<file path="src/rtl/i2c_target_regs_pkg.sv">
// Shared types and constants for the I2C register target.
// Imported by the line conditioner and the target top level.
package i2c_target_pkg;

    typedef enum logic [2:0] {
        IDLE,
        ADDR,
        ADDR_ACK,
        PTR,
        WDATA,
        RDATA,
        WAIT_STOP
    } state_t;

    localparam logic ACK  = 1'b0;
    localparam logic NACK = 1'b1;

    localparam int SYNC_STAGES = 2;

    function automatic logic majority3(logic a, logic b, logic c);
        return (a & b) | (a & c) | (b & c);
    endfunction

endpackage

</file>
<file path="src/rtl/i2c_target_regs_if.sv">
// I2C pad bundle between the target and the open-drain bus.
// slave = the target side, master = the bus/pad side.
interface i2c_target_regs_if;

    logic i2c_scl_i;
    logic i2c_scl_o;
    logic i2c_scl_t;
    logic i2c_sda_i;
    logic i2c_sda_o;
    logic i2c_sda_t;

    modport slave (
        input  i2c_scl_i,
        input  i2c_sda_i,
        output i2c_scl_o,
        output i2c_scl_t,
        output i2c_sda_o,
        output i2c_sda_t
    );

    modport master (
        output i2c_scl_i,
        output i2c_sda_i,
        input  i2c_scl_o,
        input  i2c_scl_t,
        input  i2c_sda_o,
        input  i2c_sda_t
    );

endinterface

</file>
<file path="src/rtl/i2c_target_regs_line_cond.sv">
// SCL/SDA synchronizers, optional majority glitch filter and edge/START/STOP detect.
// Macro I2C_TARGET_REGS_GLITCH_FILTER_EN adds a 3-sample majority filter per line.
module i2c_line_cond
    import i2c_target_pkg::*;
(
    input  logic clk,
    input  logic resetn,
    input  logic scl_pad,
    input  logic sda_pad,
    output logic sda,
    output logic scl_rise,
    output logic scl_fall,
    output logic start,
    output logic stop
);

    logic [SYNC_STAGES-1:0] scl_sync;
    logic [SYNC_STAGES-1:0] sda_sync;
    logic                   scl_line;
    logic                   sda_line;
    logic                   scl_prev;
    logic                   sda_prev;

    // Two-flop synchronizers; idle bus level is high
    always_ff @(posedge clk or negedge resetn) begin
        if (!resetn) begin
            scl_sync <= '1;
            sda_sync <= '1;
        end else begin
            scl_sync <= {scl_sync[SYNC_STAGES-2:0], scl_pad};
            sda_sync <= {sda_sync[SYNC_STAGES-2:0], sda_pad};
        end
    end

`ifdef I2C_TARGET_REGS_GLITCH_FILTER_EN
    logic [1:0] scl_hist;
    logic [1:0] sda_hist;

    // Majority of the current and two previous samples, registered
    always_ff @(posedge clk or negedge resetn) begin
        if (!resetn) begin
            scl_hist <= '1;
            sda_hist <= '1;
            scl_line <= 1'b1;
            sda_line <= 1'b1;
        end else begin
            scl_hist <= {scl_hist[0], scl_sync[SYNC_STAGES-1]};
            sda_hist <= {sda_hist[0], sda_sync[SYNC_STAGES-1]};
            scl_line <= majority3(scl_sync[SYNC_STAGES-1], scl_hist[0], scl_hist[1]);
            sda_line <= majority3(sda_sync[SYNC_STAGES-1], sda_hist[0], sda_hist[1]);
        end
    end
`else
    assign scl_line = scl_sync[SYNC_STAGES-1];
    assign sda_line = sda_sync[SYNC_STAGES-1];
`endif

    // Previous conditioned levels for edge detection
    always_ff @(posedge clk or negedge resetn) begin
        if (!resetn) begin
            scl_prev <= 1'b1;
            sda_prev <= 1'b1;
        end else begin
            scl_prev <= scl_line;
            sda_prev <= sda_line;
        end
    end

    assign sda      = sda_line;
    assign scl_rise = scl_line & ~scl_prev;
    assign scl_fall = ~scl_line & scl_prev;
    assign start    = scl_line & scl_prev & sda_prev & ~sda_line;
    assign stop     = scl_line & scl_prev & ~sda_prev & sda_line;

endmodule

</file>
<file path="src/rtl/i2c_target_regs.sv">
// I2C target with a byte-wide register bank, pointer writes and auto-increment reads.
// Optional glitch filter lives in i2c_line_cond (I2C_TARGET_REGS_GLITCH_FILTER_EN).
module i2c_target_regs
    import i2c_target_pkg::*;
#(
    parameter logic [6:0] TARGET_ADDR = 7'h50,
    parameter int         NUM_REGS    = 16,
    localparam int        PTR_W       = $clog2(NUM_REGS)
) (
    input  logic             clk,
    input  logic             resetn,
    i2c_target_regs_if.slave i2c,
    input  logic [PTR_W-1:0] host_addr,
    output logic [7:0]       host_rdata,
    input  logic             host_we,
    input  logic [7:0]       host_wdata,
    output logic             i2c_wr_valid,
    output logic [PTR_W-1:0] i2c_wr_addr,
    output logic [7:0]       i2c_wr_data,
    output logic             busy
);

    state_t           state;
    logic [3:0]       cnt;
    logic [7:0]       shreg;
    logic [PTR_W-1:0] ptr;
    logic             rw;
    logic             sda_drive;
    logic [7:0]       regs [NUM_REGS];

    logic sda;
    logic scl_rise;
    logic scl_fall;
    logic start;
    logic stop;
    logic commit;

    i2c_line_cond u_line_cond (
        .clk      (clk),
        .resetn   (resetn),
        .scl_pad  (i2c.i2c_scl_i),
        .sda_pad  (i2c.i2c_sda_i),
        .sda      (sda),
        .scl_rise (scl_rise),
        .scl_fall (scl_fall),
        .start    (start),
        .stop     (stop)
    );

    assign i2c.i2c_scl_o = 1'b0;
    assign i2c.i2c_scl_t = 1'b1;
    assign i2c.i2c_sda_o = 1'b0;
    assign i2c.i2c_sda_t = sda_drive;

    assign host_rdata = regs[host_addr];

    assign commit = (state == WDATA) && scl_fall && (cnt == 4'd8)
                    && !start && !stop;

    // Register bank; an I2C commit overrides a same-index host write
    always_ff @(posedge clk or negedge resetn) begin
        if (!resetn) begin
            for (int i = 0; i < NUM_REGS; i++) regs[i] <= '0;
        end else begin
            if (host_we) regs[host_addr] <= host_wdata;
            if (commit) regs[ptr] <= shreg;
        end
    end

    // Protocol FSM: bits in on SCL rise, SDA changes only after SCL fall
    always_ff @(posedge clk or negedge resetn) begin
        if (!resetn) begin
            state        <= IDLE;
            cnt          <= '0;
            shreg        <= '0;
            ptr          <= '0;
            rw           <= 1'b0;
            sda_drive    <= 1'b1;
            busy         <= 1'b0;
            i2c_wr_valid <= 1'b0;
            i2c_wr_addr  <= '0;
            i2c_wr_data  <= '0;
        end else begin
            i2c_wr_valid <= 1'b0;
            if (stop) begin
                state     <= IDLE;
                cnt       <= '0;
                sda_drive <= 1'b1;
                busy      <= 1'b0;
            end else if (start) begin
                state     <= ADDR;
                cnt       <= '0;
                sda_drive <= 1'b1;
            end else begin
                case (state)
                    IDLE: ;
                    ADDR: begin
                        if (scl_rise && cnt < 4'd8) begin
                            shreg <= {shreg[6:0], sda};
                            cnt   <= cnt + 4'd1;
                        end else if (scl_fall && cnt == 4'd8) begin
                            if (shreg[7:1] == TARGET_ADDR) begin
                                sda_drive <= ACK;
                                busy      <= 1'b1;
                                rw        <= shreg[0];
                                state     <= ADDR_ACK;
                            end else begin
                                state <= WAIT_STOP;
                            end
                        end
                    end
                    ADDR_ACK: begin
                        if (scl_fall) begin
                            cnt <= '0;
                            if (rw) begin
                                shreg     <= regs[ptr];
                                sda_drive <= regs[ptr][7];
                                state     <= RDATA;
                            end else begin
                                sda_drive <= 1'b1;
                                state     <= PTR;
                            end
                        end
                    end
                    PTR: begin
                        if (scl_rise && cnt < 4'd8) begin
                            shreg <= {shreg[6:0], sda};
                            cnt   <= cnt + 4'd1;
                        end else if (scl_fall && cnt == 4'd8) begin
                            ptr       <= shreg[PTR_W-1:0];
                            sda_drive <= ACK;
                            cnt       <= 4'd9;
                        end else if (scl_fall && cnt == 4'd9) begin
                            sda_drive <= 1'b1;
                            cnt       <= '0;
                            state     <= WDATA;
                        end
                    end
                    WDATA: begin
                        if (scl_rise && cnt < 4'd8) begin
                            shreg <= {shreg[6:0], sda};
                            cnt   <= cnt + 4'd1;
                        end else if (commit) begin
                            i2c_wr_valid <= 1'b1;
                            i2c_wr_addr  <= ptr;
                            i2c_wr_data  <= shreg;
                            ptr          <= ptr + 1'b1;
                            sda_drive    <= ACK;
                            cnt          <= 4'd9;
                        end else if (scl_fall && cnt == 4'd9) begin
                            sda_drive <= 1'b1;
                            cnt       <= '0;
                        end
                    end
                    RDATA: begin
                        if (scl_rise) begin
                            if (cnt < 4'd8) begin
                                cnt <= cnt + 4'd1;
                            end else if (cnt == 4'd8) begin
                                if (sda == NACK) begin
                                    state <= WAIT_STOP;
                                end else begin
                                    ptr <= ptr + 1'b1;
                                    cnt <= 4'd9;
                                end
                            end
                        end else if (scl_fall) begin
                            if (cnt >= 4'd1 && cnt <= 4'd7) begin
                                shreg     <= {shreg[6:0], 1'b0};
                                sda_drive <= shreg[6];
                            end else if (cnt == 4'd8) begin
                                sda_drive <= 1'b1;
                            end else if (cnt == 4'd9) begin
                                shreg     <= regs[ptr];
                                sda_drive <= regs[ptr][7];
                                cnt       <= '0;
                            end
                        end
                    end
                    WAIT_STOP: sda_drive <= 1'b1;
                    default:   state <= IDLE;
                endcase
            end
        end
    end

endmodule

</file>
<file path="src/flat_wrapper.sv">
// flat-port wrapper written by rule: the top's interface ports become plain ports
module i2c_target_regs_flat import i2c_target_pkg::*;
#(
    parameter logic [6:0] TARGET_ADDR = 7'h50,
    parameter int         NUM_REGS    = 16,
    localparam int        PTR_W       = $clog2(NUM_REGS)
)
  (clk, resetn, host_addr, host_rdata, host_we, host_wdata, i2c_wr_valid, i2c_wr_addr, i2c_wr_data, busy, i2c_i2c_scl_i, i2c_i2c_sda_i, i2c_i2c_scl_o, i2c_i2c_scl_t, i2c_i2c_sda_o, i2c_i2c_sda_t);
  i2c_target_regs_if i2c_i ();
  input  logic clk;
  input  logic resetn;
  input  logic [PTR_W-1:0] host_addr;
  output logic [7:0] host_rdata;
  input  logic host_we;
  input  logic [7:0] host_wdata;
  output logic i2c_wr_valid;
  output logic [PTR_W-1:0] i2c_wr_addr;
  output logic [7:0] i2c_wr_data;
  output logic busy;
  input wire logic [$bits(i2c_i.i2c_scl_i)-1:0] i2c_i2c_scl_i;
  input wire logic [$bits(i2c_i.i2c_sda_i)-1:0] i2c_i2c_sda_i;
  output wire logic [$bits(i2c_i.i2c_scl_o)-1:0] i2c_i2c_scl_o;
  output wire logic [$bits(i2c_i.i2c_scl_t)-1:0] i2c_i2c_scl_t;
  output wire logic [$bits(i2c_i.i2c_sda_o)-1:0] i2c_i2c_sda_o;
  output wire logic [$bits(i2c_i.i2c_sda_t)-1:0] i2c_i2c_sda_t;
  assign i2c_i.i2c_scl_i = i2c_i2c_scl_i;
  assign i2c_i.i2c_sda_i = i2c_i2c_sda_i;
  assign i2c_i2c_scl_o = i2c_i.i2c_scl_o;
  assign i2c_i2c_scl_t = i2c_i.i2c_scl_t;
  assign i2c_i2c_sda_o = i2c_i.i2c_sda_o;
  assign i2c_i2c_sda_t = i2c_i.i2c_sda_t;
  i2c_target_regs #(.TARGET_ADDR(TARGET_ADDR), .NUM_REGS(NUM_REGS)) u_core (.clk(clk), .resetn(resetn), .i2c(i2c_i), .host_addr(host_addr), .host_rdata(host_rdata), .host_we(host_we), .host_wdata(host_wdata), .i2c_wr_valid(i2c_wr_valid), .i2c_wr_addr(i2c_wr_addr), .i2c_wr_data(i2c_wr_data), .busy(busy));
endmodule
</file>
<file path="config.mk">
export PLATFORM = sky130hd
export DESIGN_NAME = i2c_target_regs_flat
export DESIGN_NICKNAME = d
export VERILOG_FILES = /design/src/rtl/i2c_target_regs_pkg.sv /design/src/rtl/i2c_target_regs_if.sv /design/src/rtl/i2c_target_regs_line_cond.sv /design/src/rtl/i2c_target_regs.sv /design/src/flat_wrapper.sv
export SDC_FILE = /design/constraint.sdc
export NUM_CORES = 1
export LEC_CHECK = 0
export ABC_AREA = 0
export CELL_PAD_IN_SITES_DETAIL_PLACEMENT = 1
export CELL_PAD_IN_SITES_GLOBAL_PLACEMENT = 2
export CORE_MARGIN = 5
export CORE_UTILIZATION = 45
export DETAILED_ROUTE_END_ITERATION = 8
export GPL_TIMING_DRIVEN = 1
export PLACE_DENSITY_LB_ADDON = 0.12
export SLEW_MARGIN = 20
export SYNTH_ARGS = -nofsm -noshare
export SYNTH_HDL_FRONTEND = slang
export SYNTH_SLANG_ARGS = --single-unit
</file>
<file path="constraint.sdc">
create_clock -name clk -period 5.35 [get_ports clk]
set_input_delay 1.07 -clock clk [delete_from_list [all_inputs] [get_ports clk]]
set_output_delay 1.07 -clock clk [all_outputs]
set_load 0.1 [all_outputs]
</file>
==> results.yml <==
status:
  status: "complete, no violations"
sta:
  final-setup-viol-count: 0
  fin_setup_tns_ns: 0
  fmax_mhz: 237
  worstMarginPinSlew_ns: 1.12
  drv_slew: 0
  slew_headroom: 0.246
  whs_ns: 0.361
  fin_crit_sh: 0.788
  finClkSkew_ns: 0.0131
  rsz0062_at_grt: "no"
  min_period_ns: 4.22
  hold_violations: 0
global_routing:
  grt_first_pass_wirelength_um: 55100
  grt_max_degree: 88
  overflow: 0
  grt_usage: 0.273
  antenna_found_initial: 0
  first_global_vias: 8549
clocking:
  cts_tree: "done"
  clk_pin_slew_ns: 0.07
  htreeDepth: 4
  cts_hold_buf: 0
  cts_resized: 0
  cts_buffers: 17
  clk_latency_ns: 0.44
  clock_path_buffers: 2
  cts_root_buf: "clkbuf_16"
  clkSinkCount: 169
  cts_setup_buffers: 0
logic_synthesis:
  syn_area_sq_mm: 0.0108
  synthDistinctLibCells: 64
  synth_seq_cells: 169
  synth_edf_count: 0
  yosys_warnings: 0
  async_flop_share: 1.00
  postSynthCellCount: 1009
  seq_area_frac_synth: 0.393
  synth_ff_type: "dfrtp_1"
  avgSynthCellArea_sq_um: 10.7
place:
  dp_hpwl_um: 23800
  place_congestion: 0.859
  placed_area_sq_mm: 0.0113
  dp_cells: 1294
  io_buffers: 39
routing:
  wl_um: 35700
  drt-pass1-iter-count: 5
  via_per_inst: 6.29
  wl_per_cell_um: 26.9
  vias: 8352
  drtIter0Drc: 631
  drc: 0
  antenna_left: 0
floorplan:
  ios: 43
  start_util: 0.458
  row_count: 56
  coreArea_sq_mm: 0.0235
  die_h_um: 165
  floorplan.die_area_sq_mm: 0.0272
  die_w_um: 165
final_layout:
  fin_nets: 1021
  layout_commonest_cell: "dfrtp_1"
  layout.cells.non_filler: 1327
  design_area_sq_mm: 0.0119
  layout_common_cells: "dfrtp_1, nand2_1, mux2i_1"
  area_delta_synth_final_pct: 10.2
  n_antenna_cell: 0
  drive_above_1_share: 0.187
  final_util: 0.505
critical_path:
  cpPeakStageDelay_ns: 0.73
  critPathKind: "in2out"
  path_delay_family: "multiplexers"
  worstPathCellList: "buf_2, mux4_2, mux4_2, buf_4"
  path_max_fanout: 42
  worst_ep_required_time_ns: 4.28
  endpoint_kind: "output port"
  worstPathArrival_ns: 3.15
  start_kind: "input port"
  path_buf_inv: 2
  path_common_cell: "mux4_2"
  slowest_stage: "buf_2"
pwr:
  ir_drop_mv: 0.310
  leakagePower_nw: 4.62
  p_per_area_mw_per_mm2: 542
hold_path:
  holdCritPathClass: "reg2reg"
run:
  max_cap_violations: 0
-- cell families (layout without fill, tap and decap cells) --
kind of cell    after synthesis  count (layout)  synth area share
simple gates                279             279             0.134
mux                         230             230             0.306
fa+ha+maj                     9               9            0.0104
buf+inv                     109             107            0.0447
other cells                   2               3          0.000696
flops                       169             169             0.393
xor+xnor                      1               1          0.000812
compound gates              210             210             0.111
-- final timing paths --
| path | startpoint | to | slack [ns] | depth (start not counted) |
|---|---|---|---|---|
| setup / recovery | host_addr[1] | host_rdata[7] | 1.13 | 4 |
| hold / removal | u_core.u_line_cond.scl_sync[0] | u_core.u_line_cond.scl_sync[1] | 0.36 | 0 |
| setup reg to reg | u_core.state[2] | u_core.regs[13] | 2.00 | 7 |
| hold reg to reg | u_core.u_line_cond.scl_sync[0] | u_core.u_line_cond.scl_sync[1] | 0.36 | 0 |
| max in group asynchronous | resetn | u_core.regs[59] | 3.68 | 2 |
| min in group asynchronous | resetn | u_core.regs[95] | 0.70 | 1 |
-- cells in the mapped netlist, types with 3 or more instances --
master,count,area (sq um)
dfrtp_1,162,4050
nand2_1,148,556
mux2i_1,137,1370
o21ai_0,112,561
mux4_2,78,1760
nor2_1,51,191
clkbuf_1,50,188
a21oi_1,41,205
buf_2,22,110
mux2_2,15,169
inv_1,14,52.6
buf_1,11,41.3
buf_4,10,75.1
nand2b_1,10,62.6
ha_1,9,113
a31oi_1,8,50.1
nand3_1,8,40.0
o21ai_1,8,40.0
dfstp_2,7,184
nor2b_1,7,43.8
nand3b_1,6,45.0
o211ai_1,6,45.0
nor3b_1,5,37.5
nor4_4,5,106
o31ai_1,5,37.5
a221oi_1,4,35.0
and3_1,4,25.0
nand4_2,4,50.1
nor3_1,4,20.0
nor3_2,4,40.0
nor3_4,4,65.1
or3_1,4,25.0
a211oi_1,3,22.5
o22ai_1,3,18.8
-- registers in the layout, summed over array words and instances, names as in the netlist, 2 cells and up --
name	flops
u_core.state	3
u_core.regs	128
u_core.shreg	8
u_core.ptr	4
u_core.i2c_wr_addr	4
u_core.cnt	4
u_core.u_line_cond.sda_sync	2
u_core.i2c_wr_data	8
u_core.u_line_cond.scl_sync	2
-- per-stage QoR --
stage	worst slack, ns	total power [mW]
after floorplan	1.51	4.35
after global placement	1.13	5.16
after detailed placement	1.10	5.22
after CTS	1.10	6.47
after global routing	1.03	6.78
final	1.13	6.44
-- layer usage --
layer  vias up  global-route usage  wire [um]
met3        52              0.0369       1410
met4         0              0.0877       1010
li1       3674                   -          -
met5         -                   0          0
met2       224               0.450      17600
met1      4402               0.375      15700
-- final cells by class --
class	count	area, sq um
Sequential cell	169	4240
Inverter	15	56.3
Clock inverter	14	128
Multi-Input combinational cell	732	6070
Timing Repair Buffer	60	548
Tap cell	319	399
Fill cell	2560	11700
Clock buffer	18	439
-- where the power goes --
part | total, mW | internal [mW] | switching [mW]
sequential | 2.43 | 1.67 | 0.764
clock | 1.23 | 0.628 | 0.603
combinational | 2.78 | 1.23 | 1.54
No activity file was read; power rests on OpenSTA's default activity.
